### src/rtl/neptune_pkg.sv
// neptune_pkg: shared types and constants for the Neptune I fetch sequencer.
//   fetch_state_t    : fetch FSM state encoding (HALT/ADDR/READ/EXEC/JUMP)
//   WDT_CYCLES_DEF   : default READ-state timeout in cycles
//   WDT_W            : watchdog counter width, sized from the default timeout
//   RESET_STATE      : state entered on rst
package neptune_pkg;

    typedef enum logic [2:0] {
        ST_HALT = 3'd0,
        ST_ADDR = 3'd1,
        ST_READ = 3'd2,
        ST_EXEC = 3'd3,
        ST_JUMP = 3'd4
    } fetch_state_t;

    localparam int WDT_CYCLES_DEF = 255;
    localparam int WDT_W          = $clog2(WDT_CYCLES_DEF + 1);

    localparam fetch_state_t RESET_STATE = ST_HALT;

endpackage

### src/rtl/neptune_fetch_wdt.sv
// neptune_fetch_wdt: loadable down-counter with a zero flag, used as the
// READ-state fetch watchdog.
//   clk, rst    : clock, synchronous active-high reset
//   load_i      : load load_val_i into the counter (has priority over dec_i)
//   load_val_i  : value loaded
//   dec_i       : decrement by one, saturating at zero
//   zero_o      : counter is zero
module neptune_fetch_wdt #(
    parameter int W = 8
) (
    input  logic         clk,
    input  logic         rst,
    input  logic         load_i,
    input  logic [W-1:0] load_val_i,
    input  logic         dec_i,
    output logic         zero_o
);

    logic [W-1:0] cnt_q;
    logic [W-1:0] cnt_d;

    always_comb begin
        cnt_d = cnt_q;
        if (load_i) begin
            cnt_d = load_val_i;
        end else if (dec_i && (cnt_q != '0)) begin
            cnt_d = cnt_q - W'(1);
        end
    end

    always_ff @(posedge clk) begin
        if (rst) begin
            cnt_q <= '0;
        end else begin
            cnt_q <= cnt_d;
        end
    end

    assign zero_o = (cnt_q == '0);

endmodule

### src/rtl/neptune_fetch_seq.sv
// neptune_fetch_seq: instruction-fetch sequencer for the Neptune I v3.0 core.
// Walks HALT -> ADDR -> READ -> EXEC (-> JUMP) and drives the PC/MAR/IR
// register strobes, the memory read request and the execute handshake.
//
// Optional feature: define NEPTUNE_FETCH_WDT_EN to build a READ-state
// watchdog; after WDT_CYCLES READ cycles without mem_rdy the sequencer sets
// the sticky fault flag and returns to HALT. Undefined: fault is tied to 0
// and READ waits indefinitely.
//
// Ports:
//   clk, rst    : clock, synchronous active-high reset
//   start       : pulse, leaves HALT (ignored elsewhere and while fault = 1)
//   halt_req    : stop at the next instruction boundary
//   mem_rdy     : memory read data valid (looked at only in READ)
//   exec_done   : execute unit finished (looked at only in EXEC)
//   exec_jump   : with exec_done, the instruction loads a new PC
//   pc_oe, mar_we, pc_we, pc_incr, mem_rd, ir_we : datapath strobes
//   exec_req    : instruction ready for the execute unit
//   halted      : sequencer idle in HALT
//   fault       : sticky fetch timeout
//   retired     : completed-instruction count, wraps
//   dbg_state_o : current FSM state, for observation only
//
// Execute handshake: exec_req is held high for the whole EXEC state; the
// instruction completes in the first cycle where exec_req and exec_done are
// both high, and exec_jump is sampled only in that cycle.
module neptune_fetch_seq
    import neptune_pkg::*;
#(
    parameter int CNT_W      = 16,
    parameter int WDT_CYCLES = 255
) (
    input  logic             clk,
    input  logic             rst,
    input  logic             start,
    input  logic             halt_req,
    input  logic             mem_rdy,
    input  logic             exec_done,
    input  logic             exec_jump,
    output logic             pc_oe,
    output logic             mar_we,
    output logic             pc_we,
    output logic             pc_incr,
    output logic             mem_rd,
    output logic             ir_we,
    output logic             exec_req,
    output logic             halted,
    output logic             fault,
    output logic [CNT_W-1:0] retired,
    output fetch_state_t     dbg_state_o
);

    fetch_state_t     state_q, state_d;
    logic             halt_pend_q, halt_pend_d;
    logic [CNT_W-1:0] retired_q, retired_d;
    logic             wdt_expire;
    logic             fault_w;

`ifdef NEPTUNE_FETCH_WDT_EN
    logic fault_q;
    logic wdt_zero;

    // Loaded with WDT_CYCLES-1 in ADDR so that zero is reached in the last
    // permitted READ cycle; mem_rdy in that cycle still completes the fetch.
    neptune_fetch_wdt #(
        .W(WDT_W)
    ) u_wdt (
        .clk       (clk),
        .rst       (rst),
        .load_i    (state_q == ST_ADDR),
        .load_val_i(WDT_W'(WDT_CYCLES - 1)),
        .dec_i     (state_q == ST_READ),
        .zero_o    (wdt_zero)
    );

    assign wdt_expire = (state_q == ST_READ) && wdt_zero && !mem_rdy;

    always_ff @(posedge clk) begin
        if (rst) begin
            fault_q <= 1'b0;
        end else if (wdt_expire) begin
            fault_q <= 1'b1;
        end
    end

    assign fault_w = fault_q;
`else
    logic wdt_unused;
    assign wdt_unused = (WDT_CYCLES == 0);
    assign wdt_expire = 1'b0;
    assign fault_w    = 1'b0;
`endif

    always_comb begin
        state_d   = state_q;
        pc_oe     = 1'b0;
        mar_we    = 1'b0;
        pc_we     = 1'b0;
        pc_incr   = 1'b0;
        mem_rd    = 1'b0;
        ir_we     = 1'b0;
        exec_req  = 1'b0;
        halted    = 1'b0;
        retired_d = retired_q;

        case (state_q)
            ST_HALT: begin
                halted = 1'b1;
                if (start && !fault_w) begin
                    state_d = ST_ADDR;
                end
            end
            ST_ADDR: begin
                pc_oe   = 1'b1;
                mar_we  = 1'b1;
                state_d = ST_READ;
            end
            ST_READ: begin
                mem_rd = 1'b1;
                if (wdt_expire) begin
                    state_d = ST_HALT;
                end else if (mem_rdy) begin
                    // IR load and PC increment happen in the data-valid cycle.
                    ir_we   = 1'b1;
                    pc_incr = 1'b1;
                    state_d = ST_EXEC;
                end
            end
            ST_EXEC: begin
                exec_req = 1'b1;
                if (exec_done) begin
                    retired_d = retired_q + CNT_W'(1);
                    if (exec_jump) begin
                        state_d = ST_JUMP;
                    end else if (halt_pend_q || halt_req) begin
                        state_d = ST_HALT;
                    end else begin
                        state_d = ST_ADDR;
                    end
                end
            end
            ST_JUMP: begin
                pc_we   = 1'b1;
                state_d = (halt_pend_q || halt_req) ? ST_HALT : ST_ADDR;
            end
            default: begin
                state_d = RESET_STATE;
            end
        endcase

        // A halt request is remembered until the sequencer actually parks.
        if (state_d == ST_HALT) begin
            halt_pend_d = 1'b0;
        end else if ((state_q != ST_HALT) && halt_req) begin
            halt_pend_d = 1'b1;
        end else begin
            halt_pend_d = halt_pend_q;
        end
    end

    always_ff @(posedge clk) begin
        if (rst) begin
            state_q     <= RESET_STATE;
            halt_pend_q <= 1'b0;
            retired_q   <= '0;
        end else begin
            state_q     <= state_d;
            halt_pend_q <= halt_pend_d;
            retired_q   <= retired_d;
        end
    end

    assign fault       = fault_w;
    assign retired     = retired_q;
    assign dbg_state_o = state_q;

endmodule

### config.mk
export PLATFORM = sky130hd
export DESIGN_NAME = neptune_fetch_seq
export DESIGN_NICKNAME = d
export VERILOG_FILES = /design/src/rtl/neptune_pkg.sv /design/src/rtl/neptune_fetch_wdt.sv /design/src/rtl/neptune_fetch_seq.sv
export SDC_FILE = /design/constraint.sdc
export NUM_CORES = 1
export LEC_CHECK = 0
export BUFFER_PORTS_ARGS = -buffer_cell sky130_fd_sc_hd__clkbuf_2
export CAP_MARGIN = 25
export CORE_UTILIZATION = 30
export CTS_BUF_LIST = sky130_fd_sc_hd__clkbuf_4 sky130_fd_sc_hd__clkbuf_8 sky130_fd_sc_hd__clkbuf_16
export CTS_CLUSTER_DIAMETER = 30
export CTS_CLUSTER_SIZE = 8
export DETAILED_ROUTE_END_ITERATION = 8
export PLACE_DENSITY = 0.66
export SETUP_SLACK_MARGIN = 0.2
export SYNTH_ARGS = -nofsm -noshare
export SYNTH_HDL_FRONTEND = slang
export SYNTH_SLANG_ARGS = --single-unit
### constraint.sdc
create_clock -name clk -period 1.8 [get_ports clk]
set_clock_uncertainty 0.2 [all_clocks]
set_input_delay 0 -clock clk [delete_from_list [all_inputs] [get_ports clk]]
set_output_delay 0 -clock clk [all_outputs]
set_load 0.02 [all_outputs]
==> results of run 1 <==
-- sequential cells by signal, indices dropped and copies added, names as in the netlist --
register	cells
dbg_state_o	3
retired	16
halt_pend_q	1
-- critical path, cell delays in order --
cell and delay (ns):
clkbuf_2 0.10, dlygate4sd3_1 0.61, nand4b_4 0.15, or3_4 0.44, or3_1 0.33, a21oi_1 0.12
-- per-stage QoR --
step	total power [mW]	setup slack [ns]	hold slack [ns]	cells
after floorplan	0.5363	0.09766	-0.06611	117
after global placement	0.5636	0.1159	0.05480	189
after detailed placement	0.5654	0.06882	0.05798	189
after CTS	0.8853	0.1221	-0.06081	204
after global routing	0.9374	0.04122	0.09210	208
final	0.9116	0.09903	0.03667	208
-- cell type report --
class / instances / area, sq um / area share [%]
Inverter: 5 / 18.77 / 1.258
Clock buffer: 4 / 47.55 / 3.188
Tap cell: 44 / 55.05 / 3.691
Timing Repair Buffer: 50 / 325.3 / 21.81
Multi-Input combinational cell: 85 / 610.6 / 40.94
Sequential cell: 20 / 434.2 / 29.11
-- timing repair --
action	4_1_cts	5_1_grt
buffers inserted	6	2
setup endpoints to repair	6	15
endpoints found under the hold margin	20	6
cloned	0	0
hold buffers	5	2
gates resized for setup	0	21
pin swaps	2	0
-- cell families (layout without fill, tap and decap cells) --
logic type | Yosys count | after routing | share of synthesized area [%]
and+or+nand+nor | 54 | 54 | 30.98
DFF | 20 | 20 | 41.13
AOI/OAI and AO/OA | 19 | 19 | 10.93
buffers and inverters | 12 | 59 | 5.912
xor gates and xnor gates | 8 | 8 | 7.198
muxes | 2 | 2 | 2.185
adders and majority gates | 1 | 1 | 1.285
other | 1 | 1 | 0.3852
-- how the worst max path moves through the flow --
| stage | from | to | slack, ns | cells after the start |
|---|---|---|---|---|
| global route | exec_done | retired[15] | 0.04 | 6 |
| detailed placement | retired[1] | retired[14] | 0.07 | 5 |
| finish | exec_done | retired[14] | 0.1 | 6 |
| global placement | retired[1] | retired[12] | 0.12 | 5 |
| floorplan | retired[1] | retired[14] | 0.1 | 5 |
| CTS | dbg_state_o[2] | retired[13] | 0.12 | 4 |
-- power groups by stage --
stage                     Clock, mW  Combinational, mW  Sequential (mW)
after floorplan                   0             0.0662            0.470
after global placement            0             0.0979            0.466
after detailed placement          0             0.0989            0.467
after CTS                     0.317              0.117            0.452
after global routing          0.328              0.159            0.450
final                         0.312              0.151            0.449
-- cells in the final DEF, fill, tap and decap left out, drive strengths merged, types with 2 or more instances in the layout --
master | netlist | layout
buf | 4 | 13
nor4 | 4 | 4
xnor2 | 7 | 7
o21ai | 7 | 7
nand2 | 4 | 4
nor3 | 4 | 4
inv | 5 | 5
nand4 | 2 | 2
clkbuf | 3 | 34
or3 | 10 | 10
and2 | 2 | 2
a21oi | 9 | 9
and4 | 2 | 2
nand3 | 6 | 6
nor2 | 16 | 16
dfxtp | 20 | 20
dlygate4sd3 | 0 | 7
-- layer usage --
layer  share of wire (%)  track usage [%]  vias to the layer above
li1                    -                -                      506
met1                  44            18.14                      472
met2                  50            26.30                       26
met3                 4.1            2.418                        6
met4                 2.0            7.823                        0
met5                   0                0                        -
==> out/qor.csv, run 1 <==
stage,metric,value,unit
synthesis,yosys-top-cells-area,"dfxtp_1, xnor2_1, nor2_1",
hold_path,min-delay-start,exec_done,
layout,drive_gt1_share,46.34,%
synthesis,yosysWarnings,0,
synthesis,syn_nets,125,
layout,antenna_cells,0,
layout,postLayoutCellArea,1491,sq um
synthesis,syn_area,973.4,sq um
floorplan,die_y,58.96,microns
hold_path,hold_class,input port to flip-flop,
power_and_ir_drop,pwr-share-comb,16.5,%
power_and_ir_drop,p_sw_share,25.87,%
power_and_ir_drop,p_leak,0.6123,nW
floorplan,row_count,20,
power_and_ir_drop,switching_power,0.2358,mW
power_and_ir_drop,internal_power,0.6758,mW
synthesis,synth_top_area_share,41.13,%
cts,insertion_delay,0.30,ns
sta,fmax,587.9,MHz
detailed_routing,drtIter0Drc,13,
placement,dpl-instance-area,1230,sq um
floorplan,start_util,31.63,%
synthesis,syn_avg_cell_area,8.320,sq um
sta,hold_viol_final,0,
detailed_routing,routed_wirelength,2.736,mm
synthesis,synth_edf_count,0,
synthesis,ys_ff_latch,20,
floorplan,io_pins,35,
grt,overflow,0,
critical_path,critPathCaptureType,flip-flop,
layout,areaGrowthSynthToFinish,53.21,%
placement,place.gp.congestion,0.7883,
critical_path,critPathKind,input port to flip-flop,
synthesis,syn-instance-count,117,
cts,clkSinkCount,20,
cts,cts_tree,done,
sta,drv_slew,0,
grt,grt_usage,15.22,%
detailed_routing,antenna_left,0,
placement,io_buffer_count,33,
sta,slew_headroom,63.68,%
power_and_ir_drop,power_frac_seq,49.3,%
cts,cts_max_path_buffers,2,
grt,grt_pass1_wl,3.960,mm
floorplan,dieArea,3476,sq um
sta,fin_setup_tns,0,ns
outcome,run_status,finished clean,
synthesis,synth_commonest_cells,"dfxtp_1, nor2_1, a21oi_1",
critical_path,r2r_end,retired[14],
synthesis,yosysUniqueCellTypes,30,
critical_path,r2r-start,retired[1],
synthesis,synthFlopType,dfxtp_1,
synthesis,ys_seq_area_share,41.13,%
detailed_routing,via_count,1010,
sta,tightest_slew,0.5430,ns
cts,htree_levels,1,
critical_path,arrival,1.75,ns
sta,finalSetupViolCount,0,
cts,numCtsBuffers,3,
grt,grt_max_degree,21,
placement,detailed_place_hpwl,1.628,mm
floorplan,core_area,3078,sq um
detailed_routing,wire_per_inst,13.15,microns
critical_path,ff2ff_setup_slack,0.11,ns
synthesis,synth_top_area_cell,dfxtp_1,
synthesis,synth.most_common_cell,dfxtp_1,
critical_path,critical_path_required,1.85,ns
critical_path,path_max_fanout,5,
detailed_routing,viasPerCell,4.856,
cts,ctsRootBufferMaster,clkbuf_4,
floorplan,die_w,58.96,microns
cts,path_clk_slew,0.13,ns
critical_path,ff2ff_path_depth,5,
power_and_ir_drop,pwr-share-clk,34.2,%
sta,min_period,1.701,ns
layout,postLayoutCoreUtil,48.46,%
hold_path,whs_endpoint,dbg_state_o[0],
hold_path,hold_depth,5,
sta,timing.final.crit_share,94.50,%
run,maxCapViolations,0,
detailed_routing,drc,0,
grt,first_global_vias,913,
layout,final_nets,173,
power_and_ir_drop,powerDensity,611.2,nW/um^2
synthesis,async_flop_share,0,%
detailed_routing,firstDrtPassIters,4,
power_and_ir_drop,peakVddDrop,0.0003435,V
sta,rsz0062_at_grt,true,
grt,antenna_found_initial,0,
layout,fillers,307,
critical_path,startpoint_type,input port,
No activity file was read; power rests on OpenSTA's default activity.
==> run 2, diff against run 1 <==
--- a/config.mk
+++ b/config.mk
@@ -5,14 +5,15 @@
 export SDC_FILE = /design/constraint.sdc
 export NUM_CORES = 1
 export LEC_CHECK = 0
+export ABC_AREA = 1
 export BUFFER_PORTS_ARGS = -buffer_cell sky130_fd_sc_hd__clkbuf_2
 export CAP_MARGIN = 25
-export CORE_UTILIZATION = 30
+export CORE_UTILIZATION = 45
 export CTS_BUF_LIST = sky130_fd_sc_hd__clkbuf_4 sky130_fd_sc_hd__clkbuf_8 sky130_fd_sc_hd__clkbuf_16
 export CTS_CLUSTER_DIAMETER = 30
 export CTS_CLUSTER_SIZE = 8
 export DETAILED_ROUTE_END_ITERATION = 8
-export PLACE_DENSITY = 0.66
+export PLACE_DENSITY = 0.86
 export SETUP_SLACK_MARGIN = 0.2
 export SYNTH_ARGS = -nofsm -noshare
 export SYNTH_HDL_FRONTEND = slang
==> run 2 against run 1 <==
Clock power is 18% higher. Wire length down 9.4%. Worst hold slack improved by 0.25 ns. Combinational power fell by 14%. Global-route usage is 4.9 points higher. Critical path depth up 2. Worst setup slack improved by 0.21 ns. Clock-buffer cell count down 1. Sequential share of layout area shrank 1.4 points. Core utilization grew 16 points. First-iteration DRC count is 85% higher. Design area shrank 1.1%. Critical endpoint is now retired[12]. Largest power group unchanged.
==> out/qor.csv, run 2 <==
stage,metric,value,unit
layout,final_nets,217,
sta,fin_setup_tns,0,ns
detailed_routing,drtIter0Drc,24,
critical_path,path_max_fanout,7,
layout,areaGrowthSynthToFinish,32.17,%
detailed_routing,wire_per_inst,10.50,microns
synthesis,syn_area,1116,sq um
run,maxCapViolations,0,
critical_path,startpoint_type,flip-flop,
floorplan,dieArea,2683,sq um
sta,finalSetupViolCount,0,
detailed_routing,routed_wirelength,2.478,mm
power_and_ir_drop,powerDensity,649.5,nW/um^2
critical_path,critPathCaptureType,flip-flop,
critical_path,critPathKind,flip-flop to flip-flop,
placement,detailed_place_hpwl,1.815,mm
power_and_ir_drop,power,0.9582,mW
power_and_ir_drop,p_leak,0.6895,nW
synthesis,yosys-top-cells-area,"dfxtp_1, nor2_1, nand2_1",
hold_path,hold_class,flip-flop to flip-flop,
critical_path,critical_path_required,1.82,ns
cts,htree_levels,1,
grt,overflow,0,
critical_path,arrival,1.51,ns
cts,insertion_delay,0.30,ns
synthesis,syn-instance-count,166,
layout,largest_register_ffs,16,
cts,cts_tree,done,
synthesis,ys_seq_area_share,35.87,%
synthesis,synth_edf_count,0,
floorplan,row_count,17,
layout,postLayoutCoreUtil,64.82,%
sta,rsz0062_at_grt,false,
placement,io_buffer_count,33,
floorplan,start_util,49.04,%
detailed_routing,drc,0,
detailed_routing,viasPerCell,4.890,
synthesis,synth_top_area_share,35.87,%
layout,regArea,409.1,sq um
floorplan,core_area,2276,sq um
hold_path,min-delay-start,retired[0],
synthesis,synthFlopType,dfxtp_1,
cts,cts_max_path_buffers,2,
grt,antenna_found_initial,0,
sta,drv_slew,0,
grt,grt_max_degree,14,
outcome,run_status,finished clean,
synthesis,yosysUniqueCellTypes,25,
floorplan,die_w,51.80,microns
detailed_routing,via_count,1154,
placement,place.gp.congestion,0.8475,
cts,clkSinkCount,20,
synthesis,yosysWarnings,0,
cts,path_clk_slew,0.12,ns
grt,first_global_vias,997,
critical_path,r2r-start,dbg_state_o[0],
layout,layout_common_cells,"nand2_1, clkbuf_2, nor2_1",
layout,drive_gt1_share,32.69,%
floorplan,die_y,51.80,microns
layout,fillers,203,
critical_path,crit_start,dbg_state_o[0],
sta,hold_viol_final,0,
sta,min_period,1.491,ns
power_and_ir_drop,peakVddDrop,0.0004839,V
layout,multiInputGateArea,644.4,sq um
sta,timing.final.crit_share,82.81,%
sta,fmax,670.8,MHz
cts,ctsRootBufferMaster,clkbuf_4,
synthesis,synth_top_area_cell,dfxtp_1,
synthesis,async_flop_share,0,%
synthesis,ys_ff_latch,20,
detailed_routing,firstDrtPassIters,4,
cts,numCtsBuffers,3,
synthesis,syn_avg_cell_area,6.723,sq um
grt,grt_usage,20.15,%
floorplan,io_pins,35,
detailed_routing,antenna_left,0,
layout,antenna_cells,0,
synthesis,synth.most_common_cell,nor2_1,
synthesis,synth_commonest_cells,"nor2_1, nand2_1, inv_1",
grt,grt_pass1_wl,4.057,mm
synthesis,syn_nets,174,
## run 2: changes by cell type after synthesis, moves of 3 or more
cell / delta
nand2_1: +29
nor2_1: +18
inv_1: +16
or3_1: -8
nand3_1: +7
xnor2_1: -6
nor2_4: +4
nor4_1: -4
o21ai_0: -4
clkbuf_1: -3
nor2_2: +3
## run 2: routing by layer
layer	share of wire [%]	GRT usage (%)	vias to the layer above	routed length, microns
met1	45	24.32	497	1112
met4	2.1	10.81	0	51
li1	-	-	609	-
met3	4.6	1.754	4	115
met2	48	35.06	44	1198
met5	0	0	-	0
## run 2: report_power, final
| part | internal (mW) | switching, mW | leakage, nW | total, mW |
|---|---|---|---|---|
| clock | 0.225 | 0.144 | 0.0279 | 0.369 |
| combinational | 0.0478 | 0.0819 | 0.497 | 0.130 |
| sequential | 0.449 | 0.0101 | 0.164 | 0.459 |
## run 2: worst max-delay path: stages, from the launching register on
cell     delay (ns)
dfxtp_1        0.42
nand3_2        0.13
nor2_4         0.21
buf_4          0.16
nand2_4        0.05
nor2_4         0.08
nand3_1        0.06
nand2_1        0.06
nor2_1         0.04
## run 2: cells by family after synthesis
logic type / count (synthesis) / synth area share, %
buf+inv: 26 / 10.43
simple gates: 102 / 44.06
xor+xnor: 1 / 0.7849
compound gates: 15 / 7.399
fa+ha+maj: 1 / 1.121
other cells: 1 / 0.3360
flops: 20 / 35.87
## run 2: layout make-up
type	instances	share of cell area, %
Multi-Input combinational cell	120	43.68
Timing Repair Buffer	43	17.30
Clock buffer	3	1.527
Sequential cell	20	27.74
Clock inverter	1	2.036
Tap cell	28	2.375
Inverter	21	5.344
## run 2: path summary, 6_finish.rpt
kind | to | slack, ns | cells after the start
min reg2reg | retired[0] | 0.29 | 1
max reg2reg | retired[12] | 0.31 | 8
max | retired[12] | 0.31 | 8
min | retired[0] | 0.29 | 1
## run 2: stage by stage
stage / area [sq um] / setup WS [ns] / hold WS, ns / cells
2_1_floorplan: 1121 / 0.2285 / -0.06604 / 166
3_3_place_gp: 1291 / 0.2397 / 0.06018 / 223
3_5_place_dp: 1291 / 0.1612 / 0.05998 / 223
4_1_cts: 1409 / 0.1814 / 0.2775 / 233
5_1_grt: 1475 / 0.2037 / 0.2907 / 236
6_report: 1475 / 0.3094 / 0.2852 / 236
## run 2: repair_timing
action	in CTS	in global routing
cloned	0	0
hold buffers	6	0
setup endpoints to repair	5	17
endpoints found under the hold margin	17	0
gates resized for setup	1	13
buffers inserted	0	3
pin swaps	0	3
==> run 3, diff against run 2 <==
==> constraint.sdc (replaced) <==
create_clock -name clk -period 1.2 [get_ports clk]
set_clock_uncertainty 0.2 [all_clocks]
set_input_delay 0 -clock clk [delete_from_list [all_inputs] [get_ports clk]]
set_output_delay 0 -clock clk [all_outputs]
set_load 0.02 [all_outputs]
==> run 3 against run 2 <==
The run now fails in global routing. Synthesized cell count did not move. Synthesized area did not move.
==> out/qor.csv, run 3 <==
stage,metric,value,unit
synthesis,yosys-top-cells-area,"dfxtp_1, nor2_1, nand2_1",
synthesis,yosysUniqueCellTypes,25,
synthesis,yosysWarnings,0,
synthesis,syn-instance-count,166,
outcome,run_status,stopped before the end,
outcome,haltStage,global routing,
synthesis,synth_top_area_cell,dfxtp_1,
outcome,error_line,"[ERROR DPL-0038] Utilization greater than 100%, impossible to legalize",
synthesis,syn_avg_cell_area,6.723,sq um
floorplan,die_y,51.80,microns
synthesis,synth_edf_count,0,
cts,numCtsBuffers,3,
grt,grt_max_degree,13,
synthesis,synthFlopType,dfxtp_1,
floorplan,die_w,51.80,microns
synthesis,synth_commonest_cells,"nor2_1, nand2_1, inv_1",
cts,clkSinkCount,20,
synthesis,async_flop_share,0,%
synthesis,syn_nets,174,
synthesis,synth.most_common_cell,nor2_1,
synthesis,ys_ff_latch,20,
sta,worst-ep-kind,top-level output,
cts,ctsRootBufferMaster,clkbuf_4,
placement,io_buffer_count,33,
placement,detailed_place_hpwl,2.346,mm
sta,worst_endpoint,ir_we,
synthesis,synth_top_area_share,35.87,%
synthesis,syn_area,1116,sq um
cts,htree_levels,1,
cts,cts_max_path_buffers,2,
floorplan,io_pins,35,
placement,place.gp.congestion,0.8759,
synthesis,ys_seq_area_share,35.87,%
floorplan,row_count,17,
floorplan,start_util,49.04,%
-- run 3: cell counts after synthesis --
No cell type changed its count.
-- run 3: cells by family after synthesis --
kind of cell	share of synthesized area (%)
xor+xnor	0.7849
compound gates	7.399
fa+ha+maj	1.121
other cells	0.3360
buf+inv	10.43
flops	35.87
simple gates	44.06
-- run 3: timing repair --
action	4_1_cts
endpoints found under the setup margin	47
endpoints found under the hold margin	15
gates resized for setup	78
setup buffers	12
hold buffers	2
pin swaps	11
-- run 3: through the flow --
step | instance area (sq um) | hold slack [ns] | std cells | setup WS (ns) | util, %
after detailed placement | 1647 | 0.07205 | 256 | -0.2173 | 72.35
after floorplan | 1220 | -0.07026 | 166 | -0.2175 | -
after global placement | 1647 | 0.07059 | 256 | -0.1651 | 72.35
after CTS | 2132 | -0.1181 | 274 | -0.2338 | 93.68
==> run 4, diff against run 3 <==
==> config.mk (replaced) <==
export PLATFORM = sky130hd
export DESIGN_NAME = neptune_fetch_seq
export DESIGN_NICKNAME = d
export VERILOG_FILES = /design/src/rtl/neptune_pkg.sv /design/src/rtl/neptune_fetch_wdt.sv /design/src/rtl/neptune_fetch_seq.sv
export SDC_FILE = /design/constraint.sdc
export NUM_CORES = 1
export LEC_CHECK = 0
export ABC_AREA = 1
export BUFFER_PORTS_ARGS = -buffer_cell sky130_fd_sc_hd__clkbuf_2
export CAP_MARGIN = 25
export CORE_AREA = 2 2 63 65
export DETAILED_ROUTE_END_ITERATION = 8
export DIE_AREA = 0 0 65 67
export PLACE_DENSITY_LB_ADDON = 0.15
export SYNTH_ARGS = -nofsm -noshare
export SYNTH_HDL_FRONTEND = slang
export SYNTH_SLANG_ARGS = --single-unit
==> constraint.sdc (replaced) <==
create_clock -name clk -period 1.6 [get_ports clk]
set_clock_uncertainty 0.2 [all_clocks]
set_input_delay 0 -clock clk [delete_from_list [all_inputs] [get_ports clk]]
set_output_delay 0 -clock clk [all_outputs]
set_load 0.02 [all_outputs]
==> run 4 against run 3 <==
The run now ends clean.
==> out/qor.csv, run 4 (same netlist as run 2, synthesis figures left out) <==
stage,metric,value,unit
outcome,run_status,finished clean,
sta,hold_viol_final,0,
detailed_routing,via_count,1141,
layout,postLayoutCellArea,1496,sq um
power_and_ir_drop,switching_power,0.2761,mW
floorplan,dieArea,4355,sq um
critical_path,critical_path_buf_inv_count,0,
critical_path,arrival,1.45,ns
placement,dp_worst_setup_slack,0.03087,ns
critical_path,cp_cell_sequence,ha_4 > nand3_2 > nor2_4 > nand2_4 > nor2_4 > nand3_1 > nand2_1 > nor2_1,
sta,drv_slew,0,
critical_path,critPathSlowestCell,dfxtp_2,
floorplan,core_area,3606,sq um
grt,grt_max_degree,14,
power_and_ir_drop,internal_power,0.7795,mW
floorplan,die_y,67,microns
grt,grt_usage,13.23,%
power_and_ir_drop,pwr-share-comb,13.9,%
layout,final_nets,217,
hold_path,hold_class,flip-flop to flip-flop,
detailed_routing,routed_wirelength,2.648,mm
cts,numCtsBuffers,3,
placement,io_buffer_count,33,
cts,ctsRootBufferMaster,clkbuf_8,
sta,min_period,1.492,ns
grt,antenna_found_initial,0,
critical_path,path_max_fanout,5,
detailed_routing,drtIter0Drc,61,
cts,htree_levels,1,
placement,detailed_place_hpwl,2.002,mm
grt,first_global_vias,1021,
sta,timing.final.crit_share,93.23,%
critical_path,cp_top_family,simple AND/OR/NAND/NOR gates,
critical_path,startpoint_type,flip-flop,
placement,dpl-instance-area,1331,sq um
sta,fmax,670.4,MHz
detailed_routing,drc,0,
floorplan,die_w,65,microns
sta,fin_setup_tns,0,ns
critical_path,cp_slowest_stage_delay,0.39,ns
floorplan,io_pins,35,
power_and_ir_drop,p_leak,0.6911,nW
layout,fillers,378,
detailed_routing,firstDrtPassIters,4,
critical_path,critPathCaptureType,flip-flop,
critical_path,critPathKind,flip-flop to flip-flop,
grt,overflow,0,
layout,areaGrowthSynthToFinish,34.08,%
layout,regArea,409.1,sq um
floorplan,start_util,30.95,%
critical_path,critical_path_required,1.55,ns
layout,postLayoutCoreUtil,41.50,%
layout,largest_register_ffs,16,
detailed_routing,wire_per_inst,10.34,microns
layout,layout_common_cells,"nand2_1, nor2_1, clkbuf_2",
critical_path,critical_path.most_common_cell,nor2_4,
cts,clkSinkCount,20,
placement,place.gp.congestion,0.8343,
sta,rsz0062_at_grt,false,
power_and_ir_drop,pwr-share-clk,37.5,%
detailed_routing,antenna_left,0,
cts,cts_max_path_buffers,2,
cts,path_clk_slew,0.08,ns
sta,finalSetupViolCount,0,
sta,setup_ws,0.1083,ns
run,maxCapViolations,0,
cts,insertion_delay,0.26,ns
layout,antenna_cells,0,
layout,multiInputGateArea,634.4,sq um
power_and_ir_drop,peakVddDrop,0.0004162,V
layout,drive_gt1_share,30.77,%
floorplan,row_count,22,
power_and_ir_drop,powerDensity,705.4,nW/um^2
power_and_ir_drop,power_frac_seq,48.6,%
power_and_ir_drop,p_sw_share,26.16,%
detailed_routing,viasPerCell,4.457,
grt,grt_pass1_wl,4.360,mm
cts,cts_tree,done,
==> run 4: path summary, 6_finish.rpt <==
path / from / endpoint / slack [ns] / depth (start not counted)
worst min register to register: retired[0] / retired[0] / 0.29 / 1
worst max-delay path: retired[1] / retired[12] / 0.11 / 8
worst min-delay path: retired[0] / retired[0] / 0.29 / 1
worst max register to register: retired[1] / retired[12] / 0.11 / 8
==> run 4: worst reg2reg max path, stage by stage, from the launching register on <==
cell     delay (ns)
dfxtp_2        0.39
ha_4           0.16
nand3_2        0.11
nor2_4         0.18
nand2_4        0.07
nor2_4         0.10
nand3_1        0.07
nand2_1        0.06
nor2_1         0.04
==> run 4: final cells by class <==
cell class,count,share of cell area (%)
Multi-Input combinational cell,120,42.39
Tap cell,48,4.013
Sequential cell,20,27.34
Inverter,21,5.268
Clock buffer,4,3.679
Timing Repair Buffer,43,17.31
==> run 4: repair_timing <==
action / CTS / global route
endpoints found under the hold margin: 13 / 0
hold buffers: 6 / 0
buffers inserted: 0 / 1
setup endpoints to repair: 0 / 10
resized for setup: 0 / 11
==> run 4: stage by stage <==
step / hold slack, ns / std cells / total power, mW
after global routing: 0.3021 / 256 / 1.101
final: 0.2912 / 256 / 1.056
after detailed placement: 0.05777 / 245 / 0.6602
after global placement: 0.06124 / 245 / 0.6598
after floorplan: -0.06604 / 166 / 0.6218
after CTS: 0.2926 / 255 / 1.071
==> run 4: power groups by stage <==
| stage | Combinational [mW] | Clock [mW] | Sequential [mW] |
|---|---|---|---|
| floorplan | 0.0880 | 0 | 0.534 |
| CTS | 0.146 | 0.411 | 0.514 |
| global placement | 0.134 | 0 | 0.525 |
| detailed placement | 0.135 | 0 | 0.526 |
| global route | 0.162 | 0.424 | 0.515 |
| finish | 0.147 | 0.395 | 0.514 |
==> run 4: layer usage <==
layer | GRT usage [%] | part of all wire, % | up-vias
li1 | - | - | 607
met1 | 16.12 | 48 | 501
met2 | 21.01 | 46 | 27
met3 | 3.885 | 4.0 | 6
met4 | 6.915 | 2.4 | 0
met5 | 0 | 0 | -
